<file path="src/rtl/mult_pkg.sv">
// ----------------------------------------------------------------------------
// mult_pkg
// Shared helpers for the mult_pipe multiplier family.
//   full_w()   : width of the full product of an A_W x B_W multiply.
//   sat_smax() : largest two's complement value representable in out_w bits.
//   sat_smin() : smallest two's complement value representable in out_w bits.
//   sat_umax() : largest unsigned value representable in out_w bits.
// The limit helpers return LIM_W-bit vectors; callers slice them down to the
// width they compare at, so one set of helpers serves every parametrisation.
// ----------------------------------------------------------------------------
package mult_pkg;

    localparam int LIM_W = 128;

    function automatic int full_w(input int a_w, input int b_w);
        return a_w + b_w;
    endfunction

    function automatic logic [LIM_W-1:0] sat_umax(input int out_w);
        logic [LIM_W-1:0] r;
        r = '0;
        for (int i = 0; i < LIM_W; i++) begin
            if (i < out_w) r[i] = 1'b1;
        end
        return r;
    endfunction

    function automatic logic [LIM_W-1:0] sat_smax(input int out_w);
        logic [LIM_W-1:0] r;
        r = '0;
        for (int i = 0; i < LIM_W; i++) begin
            if (i < out_w - 1) r[i] = 1'b1;
        end
        return r;
    endfunction

    // Bitwise complement of 2^(w-1)-1 is -2^(w-1) in two's complement.
    function automatic logic [LIM_W-1:0] sat_smin(input int out_w);
        return ~sat_smax(out_w);
    endfunction

endpackage

</file>
<file path="src/rtl/mult_round_sat.sv">
// ----------------------------------------------------------------------------
// mult_round_sat
// Combinational output scaling for mult_pipe: round-half-up right shift of the
// full product, then fit check and clamp to OUT_W.
// Optional feature macro: MULT_PIPE_SAT_EN
//   defined     : out-of-range results clamp to the OUT_W limit, overflow=1.
//   not defined : product is the low OUT_W bits of the shifted result,
//                 overflow is tied 0 and no fit-check logic exists.
// Ports:
//   p         in  FULL_W  full product (two's complement when is_signed)
//   is_signed in  1       interpretation of p
//   product   out OUT_W   scaled result
//   overflow  out 1       scaled result did not fit OUT_W
// ----------------------------------------------------------------------------
module mult_round_sat
    import mult_pkg::*;
#(
    parameter int FULL_W = 16,
    parameter int SHIFT  = 0,
    parameter int OUT_W  = 16
) (
    input  logic [FULL_W-1:0] p,
    input  logic              is_signed,
    output logic [OUT_W-1:0]  product,
    output logic              overflow
);

    localparam int EXT_W = FULL_W + 1;

    // One guard bit keeps the rounding add from wrapping in either mode.
    logic [FULL_W:0] p_ext;
    logic [FULL_W:0] r;

    assign p_ext = {is_signed & p[FULL_W-1], p};

    if (SHIFT > 0) begin : g_rnd
        localparam logic [FULL_W:0] HALF = EXT_W'(1) << (SHIFT - 1);
        logic        [FULL_W:0] sum;
        logic signed [FULL_W:0] r_s;

        assign sum = p_ext + HALF;
        // Kept as a separate signed net so >>> stays arithmetic; mixing it
        // into the unsigned mux would silently make it logical.
        assign r_s = $signed(sum) >>> SHIFT;
        assign r   = is_signed ? r_s : (sum >> SHIFT);
    end else begin : g_nornd
        assign r = p_ext;
    end

`ifdef MULT_PIPE_SAT_EN
    localparam logic [LIM_W-1:0] SMAX_L = sat_smax(OUT_W);
    localparam logic [LIM_W-1:0] SMIN_L = sat_smin(OUT_W);
    localparam logic [LIM_W-1:0] UMAX_L = sat_umax(OUT_W);
    localparam logic signed [FULL_W:0] S_MAX = SMAX_L[FULL_W:0];
    localparam logic signed [FULL_W:0] S_MIN = SMIN_L[FULL_W:0];
    localparam logic        [FULL_W:0] U_MAX = UMAX_L[FULL_W:0];

    logic fit_s;
    logic fit_u;

    assign fit_s = ($signed(r) <= S_MAX) && ($signed(r) >= S_MIN);
    assign fit_u = (r <= U_MAX);

    always_comb begin
        overflow = is_signed ? !fit_s : !fit_u;
        product  = r[OUT_W-1:0];
        if (overflow) begin
            if (is_signed) begin
                product = r[FULL_W] ? S_MIN[OUT_W-1:0] : S_MAX[OUT_W-1:0];
            end else begin
                product = U_MAX[OUT_W-1:0];
            end
        end
    end
`else
    logic unused_hi;

    assign unused_hi = ^r[FULL_W:OUT_W];
    assign product   = r[OUT_W-1:0];
    assign overflow  = 1'b0;
`endif

endmodule

</file>
<file path="src/rtl/mult_pipe.sv">
// ----------------------------------------------------------------------------
// mult_pipe
// Pipelined A_W x B_W multiplier with valid/ready flow control, per-beat
// signed/unsigned mode, round-half-up right shift and optional saturation.
// Optional feature macro: MULT_PIPE_SAT_EN (see mult_round_sat).
// Latency is PIPE cycles counting the accept cycle; lock-step pipeline, one
// global enable, bubbles are not compressed.
// Ports:
//   clk        in  1      clock, rising edge
//   rst        in  1      asynchronous active-high reset
//   in_valid   in  1      operand beat valid
//   in_ready   out 1      beat can be accepted this cycle
//   a          in  A_W    operand a
//   b          in  B_W    operand b
//   is_signed  in  1      1: two's complement operands, 0: unsigned
//   out_valid  out 1      product valid
//   out_ready  in  1      downstream accepts product
//   product    out OUT_W  scaled result (held between beats)
//   overflow   out 1      scaled result did not fit OUT_W
// ----------------------------------------------------------------------------
module mult_pipe
    import mult_pkg::*;
#(
    parameter int A_W   = 8,
    parameter int B_W   = 8,
    parameter int OUT_W = 16,
    parameter int SHIFT = 0,
    parameter int PIPE  = 3
) (
    input  logic             clk,
    input  logic             rst,
    input  logic             in_valid,
    output logic             in_ready,
    input  logic [A_W-1:0]   a,
    input  logic [B_W-1:0]   b,
    input  logic             is_signed,
    output logic             out_valid,
    input  logic             out_ready,
    output logic [OUT_W-1:0] product,
    output logic             overflow
);

    localparam int FULL_W = full_w(A_W, B_W);
    localparam int N_DLY  = PIPE - 3;

    logic en;

    logic              v1, s1;
    logic [A_W-1:0]    a_q;
    logic [B_W-1:0]    b_q;

    logic              v2, s2;
    logic [FULL_W-1:0] p2;

    logic [FULL_W-1:0] a_ext, b_ext, mul;

    logic              d_v, d_s;
    logic [FULL_W-1:0] d_p;

    logic [OUT_W-1:0]  rs_product;
    logic              rs_overflow;

    // Whole pipeline advances together; it only stalls when the output
    // register holds a beat that downstream is refusing.
    assign en       = !out_valid || out_ready;
    assign in_ready = en;

    always_ff @(posedge clk or posedge rst) begin
        if (rst) begin
            v1  <= 1'b0;
            s1  <= 1'b0;
            a_q <= '0;
            b_q <= '0;
        end else if (en) begin
            v1 <= in_valid;
            if (in_valid) begin
                a_q <= a;
                b_q <= b;
                s1  <= is_signed;
            end
        end
    end

    // Sign- or zero-extend both operands to the full width; the low FULL_W
    // bits of that product are correct for either mode, so one multiplier
    // serves both.
    assign a_ext = {{B_W{s1 & a_q[A_W-1]}}, a_q};
    assign b_ext = {{A_W{s1 & b_q[B_W-1]}}, b_q};
    assign mul   = a_ext * b_ext;

    always_ff @(posedge clk or posedge rst) begin
        if (rst) begin
            v2 <= 1'b0;
            s2 <= 1'b0;
            p2 <= '0;
        end else if (en) begin
            v2 <= v1;
            if (v1) begin
                p2 <= mul;
                s2 <= s1;
            end
        end
    end

    if (N_DLY == 0) begin : g_nodly
        assign d_v = v2;
        assign d_s = s2;
        assign d_p = p2;
    end else begin : g_dly
        logic [FULL_W-1:0] dp [N_DLY];
        logic              ds [N_DLY];
        logic              dv [N_DLY];

        always_ff @(posedge clk or posedge rst) begin
            if (rst) begin
                for (int i = 0; i < N_DLY; i++) begin
                    dp[i] <= '0;
                    ds[i] <= 1'b0;
                    dv[i] <= 1'b0;
                end
            end else if (en) begin
                dv[0] <= v2;
                if (v2) begin
                    dp[0] <= p2;
                    ds[0] <= s2;
                end
                for (int i = 1; i < N_DLY; i++) begin
                    dv[i] <= dv[i-1];
                    if (dv[i-1]) begin
                        dp[i] <= dp[i-1];
                        ds[i] <= ds[i-1];
                    end
                end
            end
        end

        assign d_v = dv[N_DLY-1];
        assign d_s = ds[N_DLY-1];
        assign d_p = dp[N_DLY-1];
    end

    mult_round_sat #(
        .FULL_W (FULL_W),
        .SHIFT  (SHIFT),
        .OUT_W  (OUT_W)
    ) u_round_sat (
        .p         (d_p),
        .is_signed (d_s),
        .product   (rs_product),
        .overflow  (rs_overflow)
    );

    // product/overflow only load with a valid beat so they hold between beats.
    always_ff @(posedge clk or posedge rst) begin
        if (rst) begin
            out_valid <= 1'b0;
            product   <= '0;
            overflow  <= 1'b0;
        end else if (en) begin
            out_valid <= d_v;
            if (d_v) begin
                product  <= rs_product;
                overflow <= rs_overflow;
            end
        end
    end

endmodule

</file>
<file path="config.mk">
export PLATFORM = sky130hd
export DESIGN_NAME = mult_pipe
export DESIGN_NICKNAME = d
export VERILOG_FILES = /design/src/rtl/mult_pkg.sv /design/src/rtl/mult_round_sat.sv /design/src/rtl/mult_pipe.sv
export SDC_FILE = /design/constraint.sdc
export NUM_CORES = 1
export LEC_CHECK = 0
export ABC_CLOCK_PERIOD_IN_PS = 5400
export CAP_MARGIN = 0
export CORE_UTILIZATION = 54
export CTS_CLUSTER_SIZE = 25
export DETAILED_ROUTE_END_ITERATION = 10
export PLACE_DENSITY = 0.79
export RECOVER_POWER = 50
export SLEW_MARGIN = 5
export SYNTH_ARGS = -nofsm -noshare
export SYNTH_HDL_FRONTEND = slang
export SYNTH_SLANG_ARGS = --single-unit
</file>
<file path="constraint.sdc">
create_clock -name clk -period 5.4 [get_ports clk]
set_input_delay 1.08 -clock clk [delete_from_list [all_inputs] [get_ports clk]]
set_output_delay 1.08 -clock clk [all_outputs]
set_load 0.01 [all_outputs]
</file>
==> results.json, run 1 <==
{
  "dominant_combinational_cell_family_by_area_after_synthesis": "adder cells",
  "insertedDiodeCount": 0,
  "drcViolationCount": 0,
  "layout_fillers": 732,
  "setup-tns-final_ns": 0,
  "number_of_antenna_violations_at_the_first_check_in_global_routing": 0,
  "slew_violations": 53,
  "synth.distinct_cells": 44,
  "die_y_um": 96.3,
  "detailedRoute.firstPassIterationCount": 4,
  "finalClockSkew_ns": 0.0125,
  "yosys_warnings": 0,
  "finish.net_count": 614,
  "globalplace.congestion": 0.939,
  "tritoncts.num_buffers": 5,
  "synth-seq-cells": 52,
  "coreArea_mm2": 0.00868,
  "io_buffer_count": 38,
  "num_io_pins": 40,
  "first_global_vias": 3344,
  "setup-violations-final": 0,
  "postSynthNetCount": 584,
  "final_hold_viol_count": 0,
  "drt-total-wl_mm": 9.04,
  "post-route-util_pct": 61.7,
  "cts_tree": "done",
  "critPathMaxFanout": 6,
  "initial_utilization_pct": 55.3,
  "chipWidth_um": 96.3,
  "clock_path_buffers": 2,
  "yosys.area_share.simple_pct": 12.4,
  "fraction_of_the_mapped_netlist_area_in_adder_cells_pct": 34.9,
  "synth_compound_gate_area_share_pct": 4.43,
  "run_status": "complete, but fails checks",
  "tightestPinTransition_ns": 1.92,
  "arrival_ns": 5.37,
  "clk_pin_slew_ns": 0.11,
  "postSynth.asyncResetShare_pct": 100,
  "final_worst_path_period_share_pct": 94.6,
  "max_clock_freq_ghz": 0.196,
  "grt-ovfl-total": 0,
  "grt_max_degree": 53,
  "cts_post_setup_buffers_inserted": 0,
  "violations": "capacitance limit, slew limit",
  "yosysSeqAreaShare_pct": 27.1,
  "synth_top_cells_by_count": "93 x inv_1, 63 x fa_1, 55 x nand2_1",
  "count_leader_synth": "inv_1",
  "synth_flop_type": "dfrtp_1",
  "criticalPathCategory": "register to register",
  "setup.worst_path.end_class": "register",
  "post_synth_instance_area_mm2": 0.00480,
  "synthesis.instances": 467,
  "global_route_wire_length_before_repair_mm": 15.9,
  "insertion_delay_ns": 0.32,
  "post_detailed_route_via_to_cell_ratio": 5.25,
  "routed_wire_length_per_instance_um": 14.9,
  "worst-endpoint-required_ns": 5.66,
  "final.min_clock_period_ns": 5.11,
  "cts.htree.levels": 2,
  "cts_root_buffer": "clkbuf_8",
  "rsz0062_at_grt": "no",
  "gr-usage-all-layers_pct": 22.7,
  "synth_xor_xnor_area_share_pct": 2.55,
  "synth_largest_type_area_fraction_pct": 27.1,
  "synth-edff-count": 0,
  "drt_iter0_drc": 89,
  "critical_path.startpoint_type": "register",
  "timing.slew.headroom_pct": -27.9,
  "post_synth_mux_area_share_pct": 9.12,
  "clock-sinks": 52,
  "max_cap_violations": 1,
  "post_route_cells_drive_above_1_share_pct": 12.9,
  "die_footprint_mm2": 0.00927,
  "cell_taking_the_most_area_after_synthesis": "dfrtp_1",
  "area_delta_synth_final_pct": 11.5,
  "fp-row-count": 34,
  "place.detailed.hpwl_mm": 7.28,
  "yosys-top-cells-area": "dfrtp_1 27%, fa_1 26%, mux2_2 8.9%",
  "routed-via-count": 3181,
  "min_path_type": "register to register",
  "syn_avg_cell_area_um2": 10.3,
  "final_antenna_net_count": 0
}
layer usage:
| metal | global-route usage [%] | part of all wire, % | vias to the layer above |
|---|---|---|---|
| li1 | - | - | 1483 |
| met5 | 0 | 0 | - |
| met2 | 38.1 | 51 | 69 |
| met1 | 30.5 | 44 | 1613 |
| met3 | 4.03 | 3.4 | 16 |
| met4 | 6.13 | 1.9 | 0 |
cell usage in the layout, fill, tap and decap left out, types with 3 or more instances in the layout:
master           count
nor3b_1              4
mux2_2              38
nor2_1               8
or2_2                3
a21o_1               4
fa_1                63
ha_1                33
a211oi_1             4
and2_1              33
dlygate4sd3_1        8
xor2_1               3
dfrtp_1             51
o21ai_0             10
nand2_1             56
buf_4                7
clkbuf_8             5
xnor2_1             11
clkdlybuf4s50_1     30
inv_1               93
registers in the layout, indices dropped and copies added (netlist names):
name	cells
d_p	16
product	16
a_q	8
b_q	8
d_v	1
out_valid	1
s1	1
v1	1
final timing paths:
kind,startpoint,to,slack [ns],cells after the start
setup reg to reg,s1,d_p[13],0.29,17
hold / removal,d_v,out_valid,0.48,2
setup / recovery,s1,d_p[13],0.29,17
max in group asynchronous,rst,a_q[7],2.35,2
hold reg to reg,d_v,out_valid,0.48,2
min in group asynchronous,rst,v1,1.82,2
final cells by class:
cell class              count  area [µm²]  area share [%]
repair buffers             45         433            8.08
flip-flops and latches     52        1300            24.3
well taps                 108         135            2.52
clock buffers               5        68.8            1.29
clock inverters             3        25.0           0.467
multi-input cells         300        3040            56.8
inverters                  93         349            6.52
per-stage QoR:
step | hold WS, ns | setup slack, ns | cells | area (µm²)
final | 0.478 | 0.291 | 606 | 5360
after global routing | 0.520 | 0.00671 | 606 | 5360
after CTS | 0.478 | 0.230 | 606 | 5360
after detailed placement | 0.450 | 0.258 | 598 | 5260
after global placement | 0.447 | 0.392 | 598 | 5260
after floorplan | 0.436 | 0.310 | 467 | 4800
logic make-up (layout without fill, tap and decap cells):
group / count (synthesis) / in the layout
adders and majority gates: 96 / 96
muxes: 39 / 39
and+or+nand+nor: 118 / 118
DFF: 52 / 52
other: 1 / 1
AOI/OAI and AO/OA: 32 / 32
buffers and inverters: 115 / 146
xor gates and xnor gates: 14 / 14
what timing repair did:
| item | in CTS | in global routing |
|---|---|---|
| setup endpoints to repair | 0 | 3 |
| resized for setup | 0 | 1 |
| hold buffers | 0 | 0 |
worst max-delay path, stage by stage (launching register included):
cell and delay [ns]:
dfrtp_1 0.45, nand2_1 0.12, or2_2 0.29, fa_1 0.48, fa_1 0.55, inv_1 0.06
fa_1 0.50, fa_1 0.55, inv_1 0.06, fa_1 0.53, inv_1 0.04, ha_1 0.35
o21ai_2 0.19, a21oi_2 0.06, o21ai_2 0.13, a21boi_1 0.11, or4_1 0.49, nand3_1 0.10
Power of run 1 is left out: the tool's default activity adds up to more than one toggle a clock period on the data nets, which glitch-free logic cannot reach.
==> run 2, diff against run 1 <==
--- a/config.mk
+++ b/config.mk
@@ -5,12 +5,13 @@
 export SDC_FILE = /design/constraint.sdc
 export NUM_CORES = 1
 export LEC_CHECK = 0
-export ABC_CLOCK_PERIOD_IN_PS = 5400
+export ABC_CLOCK_PERIOD_IN_PS = 6200
 export CAP_MARGIN = 0
-export CORE_UTILIZATION = 54
+export CORE_UTILIZATION = 55
 export CTS_CLUSTER_SIZE = 25
 export DETAILED_ROUTE_END_ITERATION = 10
-export PLACE_DENSITY = 0.79
+export GPL_ROUTABILITY_DRIVEN = 0
+export PLACE_DENSITY = 0.77
 export RECOVER_POWER = 50
 export SLEW_MARGIN = 5
 export SYNTH_ARGS = -nofsm -noshare
==> constraint.sdc (replaced) <==
create_clock -name clk -period 6.2 [get_ports clk]
set_input_delay 1.24 -clock clk [delete_from_list [all_inputs] [get_ports clk]]
set_output_delay 1.24 -clock clk [all_outputs]
set_load 0.01 [all_outputs]
==> results.json, run 2 (same netlist as run 1, synthesis figures left out) <==
{
  "run_status": "complete, but fails checks",
  "violations": "capacitance limit, slew limit",
  "post-route-worst-setup-slack_ns": 0.896,
  "drcViolationCount": 0,
  "ff_latch_area_mm2": 0.00130,
  "final_worst_path_period_share_pct": 85.5,
  "first_global_vias": 3491,
  "die_y_um": 95.4,
  "detailedRoute.firstPassIterationCount": 4,
  "tightestPinTransition_ns": 1.95,
  "critical_path.most_common_cell": "fa_1",
  "cts.hold.buffers_added": 0,
  "cell_breakdown_of_the_critical_path": "nand2_1 -> or2_2 -> fa_1 -> fa_1 -> inv_1 -> fa_1 -> fa_1 -> inv_1 -> fa_1 -> inv_1 -> ha_1 -> o21ai_2 -> a21oi_2 -> o21ai_2 -> a21boi_1 -> or4_1 -> nand3_1",
  "rsz0062_at_grt": "no",
  "place.detailed.hpwl_mm": 7.09,
  "criticalPathCategory": "register to register",
  "final.hold.worst_slack_ns": 0.486,
  "final.min_clock_period_ns": 5.30,
  "slew_violations": 53,
  "arrival_ns": 5.54,
  "cts_tree": "done",
  "coreArea_mm2": 0.00834,
  "cts.htree.levels": 2,
  "insertedDiodeCount": 0,
  "gr-usage-all-layers_pct": 22.8,
  "cpPeakStageDelay_ns": 0.55,
  "cts-resized-gates": 0,
  "min_path_type": "register to register",
  "layout_fillers": 698,
  "chipWidth_um": 95.4,
  "placed_cells": 588,
  "critical_path.startpoint_type": "register",
  "area_delta_synth_final_pct": 10.6,
  "cts_post_setup_buffers_inserted": 0,
  "final_non_filler_cell_total": 596,
  "setup-tns-final_ns": 0,
  "routed-via-count": 3141,
  "timing.slew.headroom_pct": -30.2,
  "post_detailed_route_via_to_cell_ratio": 5.27,
  "drt_iter0_drc": 192,
  "io_buffer_count": 38,
  "drt-total-wl_mm": 8.91,
  "finalClockSkew_ns": 0.0106,
  "grt-ovfl-total": 0,
  "max_cap_violations": 1,
  "final_hold_viol_count": 0,
  "critPathMaxFanout": 11,
  "clock-sinks": 52,
  "multiInputGateArea_mm2": 0.00304,
  "worst-endpoint-required_ns": 6.44,
  "number_of_antenna_violations_at_the_first_check_in_global_routing": 0,
  "clock_path_buffers": 2,
  "layout_commonest_cell": "inv_1",
  "grt_max_degree": 53,
  "num_io_pins": 40,
  "clk_pin_slew_ns": 0.09,
  "pre_cts_slack_ns": 0.899,
  "routed_wire_length_per_instance_um": 15.0,
  "initial_utilization_pct": 57.6,
  "die_footprint_mm2": 0.00911,
  "post_route_cells_drive_above_1_share_pct": 11.2,
  "tritoncts.num_buffers": 5,
  "setup.worst_path.end_class": "register",
  "layout.cells.most_common_list": "93 x inv_1, 63 x fa_1, 56 x nand2_1",
  "global_route_wire_length_before_repair_mm": 15.8,
  "cts_root_buffer": "clkbuf_8",
  "finish.net_count": 607,
  "fp-row-count": 33,
  "critical-path-slowest-cell": "fa_1",
  "setup-violations-final": 0,
  "final_antenna_net_count": 0,
  "max_clock_freq_ghz": 0.189,
  "insertion_delay_ns": 0.31
}
-- run 2: area by class of cell --
class / count / share of cell area (%)
multi-input cells: 300 / 57.3
flip-flops and latches: 52 / 24.5
repair buffers: 38 / 7.16
inverters: 93 / 6.57
well taps: 105 / 2.47
clock buffers: 6 / 1.37
clock inverters: 2 / 0.660
-- run 2: stage by stage --
stage | area [µm²] | utilization [%]
3_5_place_dp | 5210 | 62.4
3_3_place_gp | 5210 | 62.4
4_1_cts | 5310 | 63.7
2_1_floorplan | 4800 | -
6_report | 5310 | 63.7
5_1_grt | 5310 | 63.7
-- run 2: per-layer routing --
layer,share of wire [%],global-route usage [%],up-vias
li1,-,-,1469
met1,41,30.0,1559
met2,50,39.6,100
met3,6.6,3.35,13
met4,1.6,5.72,0
met5,0,0,-
-- run 2: path summary, 6_finish.rpt --
check / startpoint / endpoint / slack (ns) / cells after the start
max in group asynchronous: rst / product[3] / 3.07 / 2
worst min-delay path: d_p[10] / d_p[10] / 0.49 / 2
worst min register to register: d_p[10] / d_p[10] / 0.49 / 2
worst max-delay path: b_q[7] / d_p[13] / 0.90 / 17
worst max register to register: b_q[7] / d_p[13] / 0.90 / 17
min in group asynchronous: rst / v1 / 2.01 / 2
-- run 2: critical path, delay by kind of cell (launching register included) --
family | cells | cell delay [ns]
buffers and inverters | 3 | 0.15
adders and majority gates | 6 | 2.94
and+or+nand+nor | 4 | 1.16
DFF | 1 | 0.50
AOI/OAI and AO/OA | 4 | 0.48
Power of run 2 is left out for the same reason.
==> run 3, diff against run 2 <==
--- a/config.mk
+++ b/config.mk
@@ -8,11 +8,9 @@
 export ABC_CLOCK_PERIOD_IN_PS = 6200
 export CAP_MARGIN = 0
 export CORE_UTILIZATION = 55
-export CTS_CLUSTER_SIZE = 25
 export DETAILED_ROUTE_END_ITERATION = 10
 export GPL_ROUTABILITY_DRIVEN = 0
 export PLACE_DENSITY = 0.77
-export RECOVER_POWER = 50
 export SLEW_MARGIN = 5
 export SYNTH_ARGS = -nofsm -noshare
 export SYNTH_HDL_FRONTEND = slang
==> results.json, run 3 (same netlist as run 1, synthesis figures left out) <==
{
  "cts_root_buffer": "clkbuf_8",
  "insertedDiodeCount": 0,
  "cts.hold.buffers_added": 0,
  "final_hold_viol_count": 0,
  "die_footprint_mm2": 0.00911,
  "finalClockSkew_ns": 0.0101,
  "run_status": "finished, final reports clean",
  "grt_max_degree": 53,
  "chipWidth_um": 95.4,
  "clock-sinks": 52,
  "fp-row-count": 33,
  "arrival_ns": 5.55,
  "insertion_delay_ns": 0.31,
  "cts.htree.levels": 2,
  "place.detailed.hpwl_mm": 7.09,
  "die_y_um": 95.4,
  "r2r_cells": 17,
  "cp_num_cells": 17,
  "cts_post_setup_buffers_inserted": 0,
  "routed_wire_length_per_instance_um": 15.0,
  "rsz0062_at_grt": "no",
  "slew_violations": 0,
  "critical_path_buf_inv_count": 3,
  "critical_path.most_common_cell": "fa_1",
  "critPathMaxFanout": 11,
  "drt-total-wl_mm": 8.93,
  "cts-resized-gates": 0,
  "criticalPathCategory": "register to register",
  "initial_utilization_pct": 57.6,
  "critical-path-slowest-cell": "fa_1",
  "layout.cells.most_common_list": "92 x inv_1, 63 x fa_1, 55 x nand2_1",
  "cpPeakStageDelay_ns": 0.55,
  "setup.worst_path.end_class": "register",
  "global_route_wire_length_before_repair_mm": 15.8,
  "cell_breakdown_of_the_critical_path": "nand2_1 -> or2_2 -> fa_1 -> fa_1 -> inv_1 -> fa_1 -> fa_1 -> inv_1 -> fa_1 -> inv_1 -> ha_1 -> o21ai_2 -> a21oi_2 -> o21ai_2 -> a21boi_1 -> or4_1 -> nand3_1",
  "clock_path_buffers": 2,
  "drt_iter0_drc": 157,
  "coreArea_mm2": 0.00834,
  "layout_commonest_cell": "inv_1",
  "num_io_pins": 40,
  "worst_path_dominant_cell_family": "adder cells",
  "cts_tree": "done",
  "setup-violations-final": 0,
  "setup-tns-final_ns": 0,
  "drcViolationCount": 0,
  "post_detailed_route_via_to_cell_ratio": 5.29,
  "tritoncts.num_buffers": 5,
  "tightestPinTransition_ns": 1.08,
  "first_global_vias": 3491,
  "final_antenna_net_count": 0,
  "timing.slew.headroom_pct": 28.2,
  "max_cap_violations": 0,
  "worst-endpoint-required_ns": 6.44,
  "grt-ovfl-total": 0,
  "area_delta_synth_final_pct": 10.7,
  "detailedRoute.firstPassIterationCount": 4,
  "final.min_clock_period_ns": 5.31,
  "post_route_cells_drive_above_1_share_pct": 11.6,
  "final_worst_path_period_share_pct": 85.7,
  "number_of_antenna_violations_at_the_first_check_in_global_routing": 0,
  "max_clock_freq_ghz": 0.188,
  "finish.net_count": 607,
  "io_buffer_count": 38,
  "gr-usage-all-layers_pct": 22.8,
  "routed-via-count": 3150,
  "critical_path.startpoint_type": "register",
  "min_path_type": "register to register",
  "clk_pin_slew_ns": 0.09,
  "timing.hold.worst_path_depth": 2
}
## run 3: path summary, 6_finish.rpt
check	from	endpoint	slack, ns
worst max-delay path	b_q[7]	d_p[13]	0.89
worst min-delay path	d_p[10]	d_p[10]	0.49
worst max register to register	b_q[7]	d_p[13]	0.89
worst min register to register	d_p[10]	d_p[10]	0.49
max in group asynchronous	rst	product[3]	4.03
min in group asynchronous	rst	v1	1.51
## run 3: layout make-up
cell class              instances  area [µm²]
repair buffers                 38         380
flip-flops and latches         52        1300
clock inverters                 2        35.0
inverters                      93         349
well taps                     105         131
multi-input cells             300        3040
clock buffers                   6        72.6
fillers                       697        3030
## run 3: per-layer routing
metal / global-route usage [%] / part of all wire (%) / up-vias
met5: 0 / 0 / -
met4: 5.72 / 1.6 / 0
met3: 3.35 / 5.4 / 13
met2: 39.6 / 51 / 87
met1: 30.0 / 42 / 1579
li1: - / - / 1471
## run 3: tightest hold or removal path, delay by kind of cell (launching register included)
| kind | cells | cell delay (ns) |
|---|---|---|
| simple gates | 1 | 0.04 |
| compound gates | 1 | 0.06 |
| flops | 1 | 0.35 |
## run 3: stage by stage
step / hold slack (ns) / cell area, µm² / util [%] / instances / worst slack [ns]
CTS: 0.488 / 5310 / 63.7 / 596 / 0.873
finish: 0.486 / 5310 / 63.7 / 596 / 0.888
global placement: 0.454 / 5210 / 62.4 / 588 / 1.05
global route: 0.524 / 5310 / 63.7 / 596 / 0.651
detailed placement: 0.465 / 5210 / 62.4 / 588 / 0.899
floorplan: 0.436 / 4800 / - / 467 / 1.11
Power of run 3 is left out for the same reason.
